==> src/rtl/hazard_ctrl_unit_if.sv <==
// Pipeline-side signal bundle of the hazard controller: hazard sources in,
// stall/flush/forward controls and status out.
interface hazard_ctrl_unit_if #(
    parameter int CNT_W = 32
);
    logic [4:0]       i_Rs1D;
    logic [4:0]       i_Rs2D;
    logic [4:0]       i_Rs1E;
    logic [4:0]       i_Rs2E;
    logic [4:0]       i_RdE;
    logic [4:0]       i_RdM;
    logic [4:0]       i_RdW;
    logic             i_PCSrcE;
    logic             i_ResultSrcE_0;
    logic             i_RegWriteM;
    logic             i_RegWriteW;
    logic             i_MemReqM;
    logic             i_MemAckM;
    logic             i_CountClr;

    logic             o_StallF;
    logic             o_StallD;
    logic             o_StallE;
    logic             o_StallM;
    logic             o_FlushD;
    logic             o_FlushE;
    logic             o_FlushW;
    logic [1:0]       o_ForwardAE;
    logic [1:0]       o_ForwardBE;
    logic [CNT_W-1:0] o_StallCount;
    logic [CNT_W-1:0] o_FlushCount;
    logic             o_MemError;

    modport master (
        output i_Rs1D, i_Rs2D, i_Rs1E, i_Rs2E, i_RdE, i_RdM, i_RdW,
               i_PCSrcE, i_ResultSrcE_0, i_RegWriteM, i_RegWriteW,
               i_MemReqM, i_MemAckM, i_CountClr,
        input  o_StallF, o_StallD, o_StallE, o_StallM,
               o_FlushD, o_FlushE, o_FlushW,
               o_ForwardAE, o_ForwardBE,
               o_StallCount, o_FlushCount, o_MemError
    );

    modport slave (
        input  i_Rs1D, i_Rs2D, i_Rs1E, i_Rs2E, i_RdE, i_RdM, i_RdW,
               i_PCSrcE, i_ResultSrcE_0, i_RegWriteM, i_RegWriteW,
               i_MemReqM, i_MemAckM, i_CountClr,
        output o_StallF, o_StallD, o_StallE, o_StallM,
               o_FlushD, o_FlushE, o_FlushW,
               o_ForwardAE, o_ForwardBE,
               o_StallCount, o_FlushCount, o_MemError
    );
endinterface

==> src/rtl/hazard_ctrl_unit.sv <==
// Hazard controller for the 5-stage RV32I core: stalls, flushes, forwarding,
// data-memory wait states, performance counters and a sticky memory timeout.
//
// state    | meaning
// IDLE     | no outstanding data-memory access beyond the current cycle
// MEM_WAIT | access issued earlier, pipeline held until i_MemAckM
module hazard_ctrl_unit #(
    parameter int CNT_W       = 32,
    parameter int MEM_TIMEOUT = 255
) (
    input  logic              i_Clk,
    input  logic              i_Reset_n,
    hazard_ctrl_unit_if.slave if_haz
);
    typedef enum logic {
        IDLE     = 1'b0,
        MEM_WAIT = 1'b1
    } state_t;

    localparam logic [15:0] WAIT_LIMIT = 16'(MEM_TIMEOUT);

    state_t           r_state;
    state_t           w_state_nxt;
    logic             w_mem_stall_raw;
    logic             w_mem_stall;
    logic             w_lw_stall;
    logic             w_stall_fd;
    logic             w_flush_d;
    logic [15:0]      r_wait_cnt;
    logic [15:0]      w_wait_cnt_inc;
    logic             w_wait_tick;
    logic             r_mem_error;
    logic [CNT_W-1:0] r_stall_cnt;
    logic [CNT_W-1:0] r_flush_cnt;

    function automatic logic [1:0] fwd_sel(
        input logic [4:0] rs,
        input logic       reg_write_m,
        input logic [4:0] rd_m,
        input logic       reg_write_w,
        input logic [4:0] rd_w
    );
        if (reg_write_m && (rd_m != 5'd0) && (rd_m == rs))
            return 2'b10;
        else if (reg_write_w && (rd_w != 5'd0) && (rd_w == rs))
            return 2'b01;
        else
            return 2'b00;
    endfunction

    always_ff @(posedge i_Clk or negedge i_Reset_n) begin
        if (!i_Reset_n)
            r_state <= IDLE;
        else
            r_state <= w_state_nxt;
    end

    always_comb begin
        w_state_nxt     = r_state;
        w_mem_stall_raw = 1'b0;
        case (r_state)
            IDLE: begin
                if (if_haz.i_MemReqM && !if_haz.i_MemAckM) begin
                    w_state_nxt     = MEM_WAIT;
                    w_mem_stall_raw = 1'b1;
                end
            end
            MEM_WAIT: begin
                if (if_haz.i_MemAckM)
                    w_state_nxt = IDLE;
                else
                    w_mem_stall_raw = 1'b1;
            end
            default: w_state_nxt = IDLE;
        endcase
    end

    // Reset gates every control output, including the purely input-driven ones.
    assign w_mem_stall = i_Reset_n & w_mem_stall_raw;
    assign w_lw_stall  = i_Reset_n & if_haz.i_ResultSrcE_0 & (if_haz.i_RdE != 5'd0) &
                         ((if_haz.i_Rs1D == if_haz.i_RdE) | (if_haz.i_Rs2D == if_haz.i_RdE));
    assign w_stall_fd  = w_lw_stall | w_mem_stall;
    assign w_flush_d   = i_Reset_n & if_haz.i_PCSrcE & ~w_mem_stall;

    assign if_haz.o_StallF = w_stall_fd;
    assign if_haz.o_StallD = w_stall_fd;
    assign if_haz.o_StallE = w_mem_stall;
    assign if_haz.o_StallM = w_mem_stall;
    assign if_haz.o_FlushW = w_mem_stall;
    assign if_haz.o_FlushD = w_flush_d;
    assign if_haz.o_FlushE = i_Reset_n & (w_lw_stall | if_haz.i_PCSrcE) & ~w_mem_stall;

    assign if_haz.o_ForwardAE = i_Reset_n ?
        fwd_sel(if_haz.i_Rs1E, if_haz.i_RegWriteM, if_haz.i_RdM, if_haz.i_RegWriteW, if_haz.i_RdW) :
        2'b00;
    assign if_haz.o_ForwardBE = i_Reset_n ?
        fwd_sel(if_haz.i_Rs2E, if_haz.i_RegWriteM, if_haz.i_RdM, if_haz.i_RegWriteW, if_haz.i_RdW) :
        2'b00;

    always_ff @(posedge i_Clk or negedge i_Reset_n) begin
        if (!i_Reset_n) begin
            r_stall_cnt <= '0;
            r_flush_cnt <= '0;
        end else if (if_haz.i_CountClr) begin
            r_stall_cnt <= '0;
            r_flush_cnt <= '0;
        end else begin
            if (w_stall_fd && !(&r_stall_cnt))
                r_stall_cnt <= r_stall_cnt + CNT_W'(1);
            if (w_flush_d && !(&r_flush_cnt))
                r_flush_cnt <= r_flush_cnt + CNT_W'(1);
        end
    end

    // Counts un-acked MEM_WAIT cycles; the error lands on the edge ending the
    // MEM_TIMEOUT-th one.
    assign w_wait_tick    = (r_state == MEM_WAIT) && !if_haz.i_MemAckM;
    assign w_wait_cnt_inc = r_wait_cnt + 16'd1;

    always_ff @(posedge i_Clk or negedge i_Reset_n) begin
        if (!i_Reset_n) begin
            r_wait_cnt  <= '0;
            r_mem_error <= 1'b0;
        end else begin
            if ((r_state == IDLE) && (w_state_nxt == MEM_WAIT))
                r_wait_cnt <= '0;
            else if (w_wait_tick && (r_wait_cnt != WAIT_LIMIT))
                r_wait_cnt <= w_wait_cnt_inc;
            if (w_wait_tick && (w_wait_cnt_inc == WAIT_LIMIT))
                r_mem_error <= 1'b1;
        end
    end

    assign if_haz.o_StallCount = r_stall_cnt;
    assign if_haz.o_FlushCount = r_flush_cnt;
    assign if_haz.o_MemError   = r_mem_error;
endmodule
==> src/flat_wrapper.sv <==
// flat-port wrapper written by rule: the top's interface ports become plain ports
module hazard_ctrl_unit_flat 
#(
    parameter int CNT_W       = 32,
    parameter int MEM_TIMEOUT = 255
)
  (i_Clk, i_Reset_n, if_haz_i_Rs1D, if_haz_i_Rs2D, if_haz_i_Rs1E, if_haz_i_Rs2E, if_haz_i_RdE, if_haz_i_RdM, if_haz_i_RdW, if_haz_i_PCSrcE, if_haz_i_ResultSrcE_0, if_haz_i_RegWriteM, if_haz_i_RegWriteW, if_haz_i_MemReqM, if_haz_i_MemAckM, if_haz_i_CountClr, if_haz_o_StallF, if_haz_o_StallD, if_haz_o_StallE, if_haz_o_StallM, if_haz_o_FlushD, if_haz_o_FlushE, if_haz_o_FlushW, if_haz_o_ForwardAE, if_haz_o_ForwardBE, if_haz_o_StallCount, if_haz_o_FlushCount, if_haz_o_MemError);
  hazard_ctrl_unit_if #(.CNT_W(CNT_W)) if_haz_i ();
  input  logic i_Clk;
  input  logic i_Reset_n;
  input wire logic [$bits(if_haz_i.i_Rs1D)-1:0] if_haz_i_Rs1D;
  input wire logic [$bits(if_haz_i.i_Rs2D)-1:0] if_haz_i_Rs2D;
  input wire logic [$bits(if_haz_i.i_Rs1E)-1:0] if_haz_i_Rs1E;
  input wire logic [$bits(if_haz_i.i_Rs2E)-1:0] if_haz_i_Rs2E;
  input wire logic [$bits(if_haz_i.i_RdE)-1:0] if_haz_i_RdE;
  input wire logic [$bits(if_haz_i.i_RdM)-1:0] if_haz_i_RdM;
  input wire logic [$bits(if_haz_i.i_RdW)-1:0] if_haz_i_RdW;
  input wire logic [$bits(if_haz_i.i_PCSrcE)-1:0] if_haz_i_PCSrcE;
  input wire logic [$bits(if_haz_i.i_ResultSrcE_0)-1:0] if_haz_i_ResultSrcE_0;
  input wire logic [$bits(if_haz_i.i_RegWriteM)-1:0] if_haz_i_RegWriteM;
  input wire logic [$bits(if_haz_i.i_RegWriteW)-1:0] if_haz_i_RegWriteW;
  input wire logic [$bits(if_haz_i.i_MemReqM)-1:0] if_haz_i_MemReqM;
  input wire logic [$bits(if_haz_i.i_MemAckM)-1:0] if_haz_i_MemAckM;
  input wire logic [$bits(if_haz_i.i_CountClr)-1:0] if_haz_i_CountClr;
  output wire logic [$bits(if_haz_i.o_StallF)-1:0] if_haz_o_StallF;
  output wire logic [$bits(if_haz_i.o_StallD)-1:0] if_haz_o_StallD;
  output wire logic [$bits(if_haz_i.o_StallE)-1:0] if_haz_o_StallE;
  output wire logic [$bits(if_haz_i.o_StallM)-1:0] if_haz_o_StallM;
  output wire logic [$bits(if_haz_i.o_FlushD)-1:0] if_haz_o_FlushD;
  output wire logic [$bits(if_haz_i.o_FlushE)-1:0] if_haz_o_FlushE;
  output wire logic [$bits(if_haz_i.o_FlushW)-1:0] if_haz_o_FlushW;
  output wire logic [$bits(if_haz_i.o_ForwardAE)-1:0] if_haz_o_ForwardAE;
  output wire logic [$bits(if_haz_i.o_ForwardBE)-1:0] if_haz_o_ForwardBE;
  output wire logic [$bits(if_haz_i.o_StallCount)-1:0] if_haz_o_StallCount;
  output wire logic [$bits(if_haz_i.o_FlushCount)-1:0] if_haz_o_FlushCount;
  output wire logic [$bits(if_haz_i.o_MemError)-1:0] if_haz_o_MemError;
  assign if_haz_i.i_Rs1D = if_haz_i_Rs1D;
  assign if_haz_i.i_Rs2D = if_haz_i_Rs2D;
  assign if_haz_i.i_Rs1E = if_haz_i_Rs1E;
  assign if_haz_i.i_Rs2E = if_haz_i_Rs2E;
  assign if_haz_i.i_RdE = if_haz_i_RdE;
  assign if_haz_i.i_RdM = if_haz_i_RdM;
  assign if_haz_i.i_RdW = if_haz_i_RdW;
  assign if_haz_i.i_PCSrcE = if_haz_i_PCSrcE;
  assign if_haz_i.i_ResultSrcE_0 = if_haz_i_ResultSrcE_0;
  assign if_haz_i.i_RegWriteM = if_haz_i_RegWriteM;
  assign if_haz_i.i_RegWriteW = if_haz_i_RegWriteW;
  assign if_haz_i.i_MemReqM = if_haz_i_MemReqM;
  assign if_haz_i.i_MemAckM = if_haz_i_MemAckM;
  assign if_haz_i.i_CountClr = if_haz_i_CountClr;
  assign if_haz_o_StallF = if_haz_i.o_StallF;
  assign if_haz_o_StallD = if_haz_i.o_StallD;
  assign if_haz_o_StallE = if_haz_i.o_StallE;
  assign if_haz_o_StallM = if_haz_i.o_StallM;
  assign if_haz_o_FlushD = if_haz_i.o_FlushD;
  assign if_haz_o_FlushE = if_haz_i.o_FlushE;
  assign if_haz_o_FlushW = if_haz_i.o_FlushW;
  assign if_haz_o_ForwardAE = if_haz_i.o_ForwardAE;
  assign if_haz_o_ForwardBE = if_haz_i.o_ForwardBE;
  assign if_haz_o_StallCount = if_haz_i.o_StallCount;
  assign if_haz_o_FlushCount = if_haz_i.o_FlushCount;
  assign if_haz_o_MemError = if_haz_i.o_MemError;
  hazard_ctrl_unit #(.CNT_W(CNT_W), .MEM_TIMEOUT(MEM_TIMEOUT)) u_core (.i_Clk(i_Clk), .i_Reset_n(i_Reset_n), .if_haz(if_haz_i));
endmodule
==> config.mk <==
export PLATFORM = sky130hd
export DESIGN_NAME = hazard_ctrl_unit_flat
export DESIGN_NICKNAME = d
export VERILOG_FILES = /design/src/rtl/hazard_ctrl_unit_if.sv /design/src/rtl/hazard_ctrl_unit.sv /design/src/flat_wrapper.sv
export SDC_FILE = /design/constraint.sdc
export NUM_CORES = 1
export LEC_CHECK = 0
export ABC_AREA = 1
export BUFFER_PORTS_ARGS = -buffer_cell sky130_fd_sc_hd__buf_2
export CAP_MARGIN = 20
export CORE_UTILIZATION = 53
export DETAILED_ROUTE_END_ITERATION = 8
export GPL_ROUTABILITY_DRIVEN = 0
export PLACE_DENSITY = 0.74
export SYNTH_ARGS = -nofsm -noshare
export SYNTH_HDL_FRONTEND = slang
export SYNTH_SLANG_ARGS = --single-unit
export TNS_END_PERCENT = 50
==> constraint.sdc <==
create_clock -name i_Clk -period 2.4 [get_ports i_Clk]
set_clock_uncertainty 0.15 [all_clocks]
set_input_delay 0.12 -clock i_Clk [delete_from_list [all_inputs] [get_ports i_Clk]]
set_output_delay 0.12 -clock i_Clk [all_outputs]
set_load 0.03 [all_outputs]
==> results by group <==
Layout
  • Share of layout cells above drive strength 1: 15.7%
  • Layout Nets: 1,165
  • Final Core Density: 64.1%
  • Finished Layout Cells: 1,265
  • Area Overhead vs Synth: 17.3%
  • Antenna diodes: 0

Setup path
  • Critical path class: input pin to primary output
  • R2r worst-path depth: 7
  • CP required: 2.13 ns
  • Worst r2r src: u_core.r_wait_cnt[1]
  • Worst Setup Start Kind: input pin
  • Crit path from: i_Reset_n
  • CP endpoint kind: primary output
  • Critical Path AT: 1.95 ns
  • Critical path peak fanout: 19

Power and ir drop
  • Total Power: 3150 uW
  • Worst vdd ir: 0.000534 V
  • Power Density: 429 nW/um^2
  • Lkg Pwr: 0.00390 uW

Drt
  • Final WL: 17.2 mm
  • Post-DRT Antenna Nets: 0
  • Via count: 6,656
  • Drt drc: 0
  • DR pass1 iterations: 5
  • Routed vias/inst: 5.26
  • DRT iter0 DRCs: 575
  • Average wire per standard cell: 13.6 um

Floorplanning
  • Die Y: 111 um
  • Row cnt: 39
  • Die W: 111 um
  • DIE AREA: 12,300 um^2
  • Num ports: 120
  • CORE AREA: 11,500 um^2
  • Initial core utilization: 54.7%

Synth
  • Unique cell type count in the Yosys netlist: 30
  • Cells after Synth: 996
  • Top-count cell post-synth: nand2_1
  • Post-synth top area share: 32.7%
  • Main synth FF type: dfrtp_1
  • Mean Syn Cell Area: 6.29 um^2
  • Sequential element share of the synthesized area: 32.7%
  • Yosys warning total: 0
  • Post-synth ARST share: 100%
  • Synthesized area: 6270 um^2
  • Dominant cells by area after synthesis: dfrtp_1 33%, nand2_1 21%, nor2_1 7.9%
  • Number of synthesized register bits: 82
  • Commonest cells in the netlist: 350 x nand2_1, 132 x nor2_1, 125 x inv_1, 92 x nand3_1, 82 x dfrtp_1
  • Yosys top cell by area: dfrtp_1
  • Post-synth EDFFs: 0
  • Synthesized net count: 1,044

Timing
  • Final Hold Fails: 0
  • Post-layout min period: 2.22 ns
  • RSZ-0062 raised after global routing: false
  • Slew of the pin with the lowest slew margin: 0.842 ns
  • Max-slew headroom: 43.9%
  • Final slew viol count: 0
  • Final period utilization: 92.4%
  • Fin Setup TNS: 0 ns
  • # setup viols final: 0
  • F_max: 451 MHz

Clocking
  • CTS Sinks: 82
  • Skew-Pair Late Insertion Delay: 0.35 ns
  • Cts bufs inserted: 9
  • Clock transition at path regs: 0.06 ns
  • Htree depth: 3
  • Max clock buf depth: 2
  • TritonCTS clock tree: done
  • CTS Root Cell: clkbuf_16

Run
  • Max-cap viol count: 0

Outcome
  • Outcome: finished, final reports clean

Placement
  • DP Cell Count: 1,246
  • DP HPWL: 13.1 mm
  • Port bufs: 119

Hold path
  • HP Class: input pin to async pin

Global route
  • Total grt overflow: 0
  • Initial antenna violation count: 0
  • GRT Util Overall: 29.0%
  • Largest net degree at the start of global routing: 73
  • Wire length of the first global-routing pass: 29.0 mm
  • Vias in the first global route: 6,077
[worst max-delay path, cell delays in order]
cell           delay [ns]
dlygate4sd3_1        0.53
buf_4                0.27
inv_1                0.17
nor2_2               0.22
inv_1                0.06
nand2_1              0.12
buf_4                0.23
buf_2                0.23
[flip-flops by register name (all words and copies together) (netlist names)]
name,cells
u_core.if_haz.o_StallCount,32
u_core.r_wait_cnt,16
u_core.r_state,1
u_core.if_haz.o_MemError,1
u_core.if_haz.o_FlushCount,32
[path summary, 6_finish.rpt]
path	endpoint	slack, ns
setup / recovery	if_haz_o_StallD	0.18
hold / removal	u_core.if_haz.o_FlushCount[5]	0.04
hold reg to reg	u_core.if_haz.o_MemError	0.31
setup reg to reg	u_core.r_wait_cnt[8]	0.28
max in group asynchronous	u_core.if_haz.o_StallCount[27]	0.94
min in group i_Clk	u_core.r_state	0.08
[power breakdown]
group | switching [uW] | total, uW | leakage [uW] | internal, uW
combinational | 254 | 377 | 0.00263 | 123
sequential | 25.7 | 1430 | 0.00114 | 1400
clock | 608 | 1350 | 0.000132 | 738
[final cells by class]
class	instances	area, um^2
fill	1122	4120
multi-input combinational	756	3580
sequential	82	2050
timing repair buffer	139	768
inverter	129	484
clock buffer	10	239
tap	143	179
clock inverter	6	48.8
[per-layer routing]
metal / up-vias / global-route usage [%] / routed length (um)
met2: 194 / 47.1 / 7940
met5: - / 0 / 0
met4: 0 / 8.36 / 201
li1: 3398 / - / -
met3: 20 / 5.19 / 912
met1: 3044 / 39.6 / 8130
[cell families after synthesis]
logic type,share of synthesized area (%)
flops,32.7
fa+ha+maj,0.799
simple gates,47.0
buf+inv,10.2
xor+xnor,6.15
compound gates,3.17
[per-stage QoR]
| step | worst slack (ns) | instance area (um^2) | hold slack (ns) |
|---|---|---|---|
| 3_3_place_gp | 0.407 | 7030 | -0.136 |
| 2_1_floorplan | 0.307 | 6270 | -0.326 |
| 5_1_grt | 0.00641 | 7350 | 0.0574 |
| 6_report | 0.181 | 7350 | 0.0386 |
| 4_1_cts | 0.0776 | 7350 | 0.0320 |
| 3_5_place_dp | 0.301 | 7030 | -0.137 |
[cell usage in the layout (no fill, tap or decap), types with 2 or more instances in the layout]
cell type	netlist	final
nand2_1	350	350
nor2_1	132	131
inv_1	125	125
buf_2	6	118
nand3_1	92	92
dfrtp_1	82	82
nand4_1	72	72
xnor2_1	25	25
o21ai_0	20	20
xor2_1	19	19
buf_4	6	17
nor3_1	9	9
clkbuf_16	0	9
o22ai_1	7	7
or2_2	5	5
inv_2	4	4
nor2_4	4	4
nand2_2	4	4
ha_1	4	4
nor2_2	2	3
o21bai_1	3	3
clkinvlp_4	0	3
dlygate4sd3_1	0	3
nor4_1	2	2
inv_6	0	2
[timing repair]
| action | CTS | global route |
|---|---|---|
| hold buffers | 3 | 0 |
| endpoints found under the setup margin | 0 | 2 |
| setup buffers | 0 | 0 |
| endpoints found under the hold margin | 17 | 0 |
| resized for setup | 0 | 1 |
No activity file was read; power rests on OpenSTA's default activity.
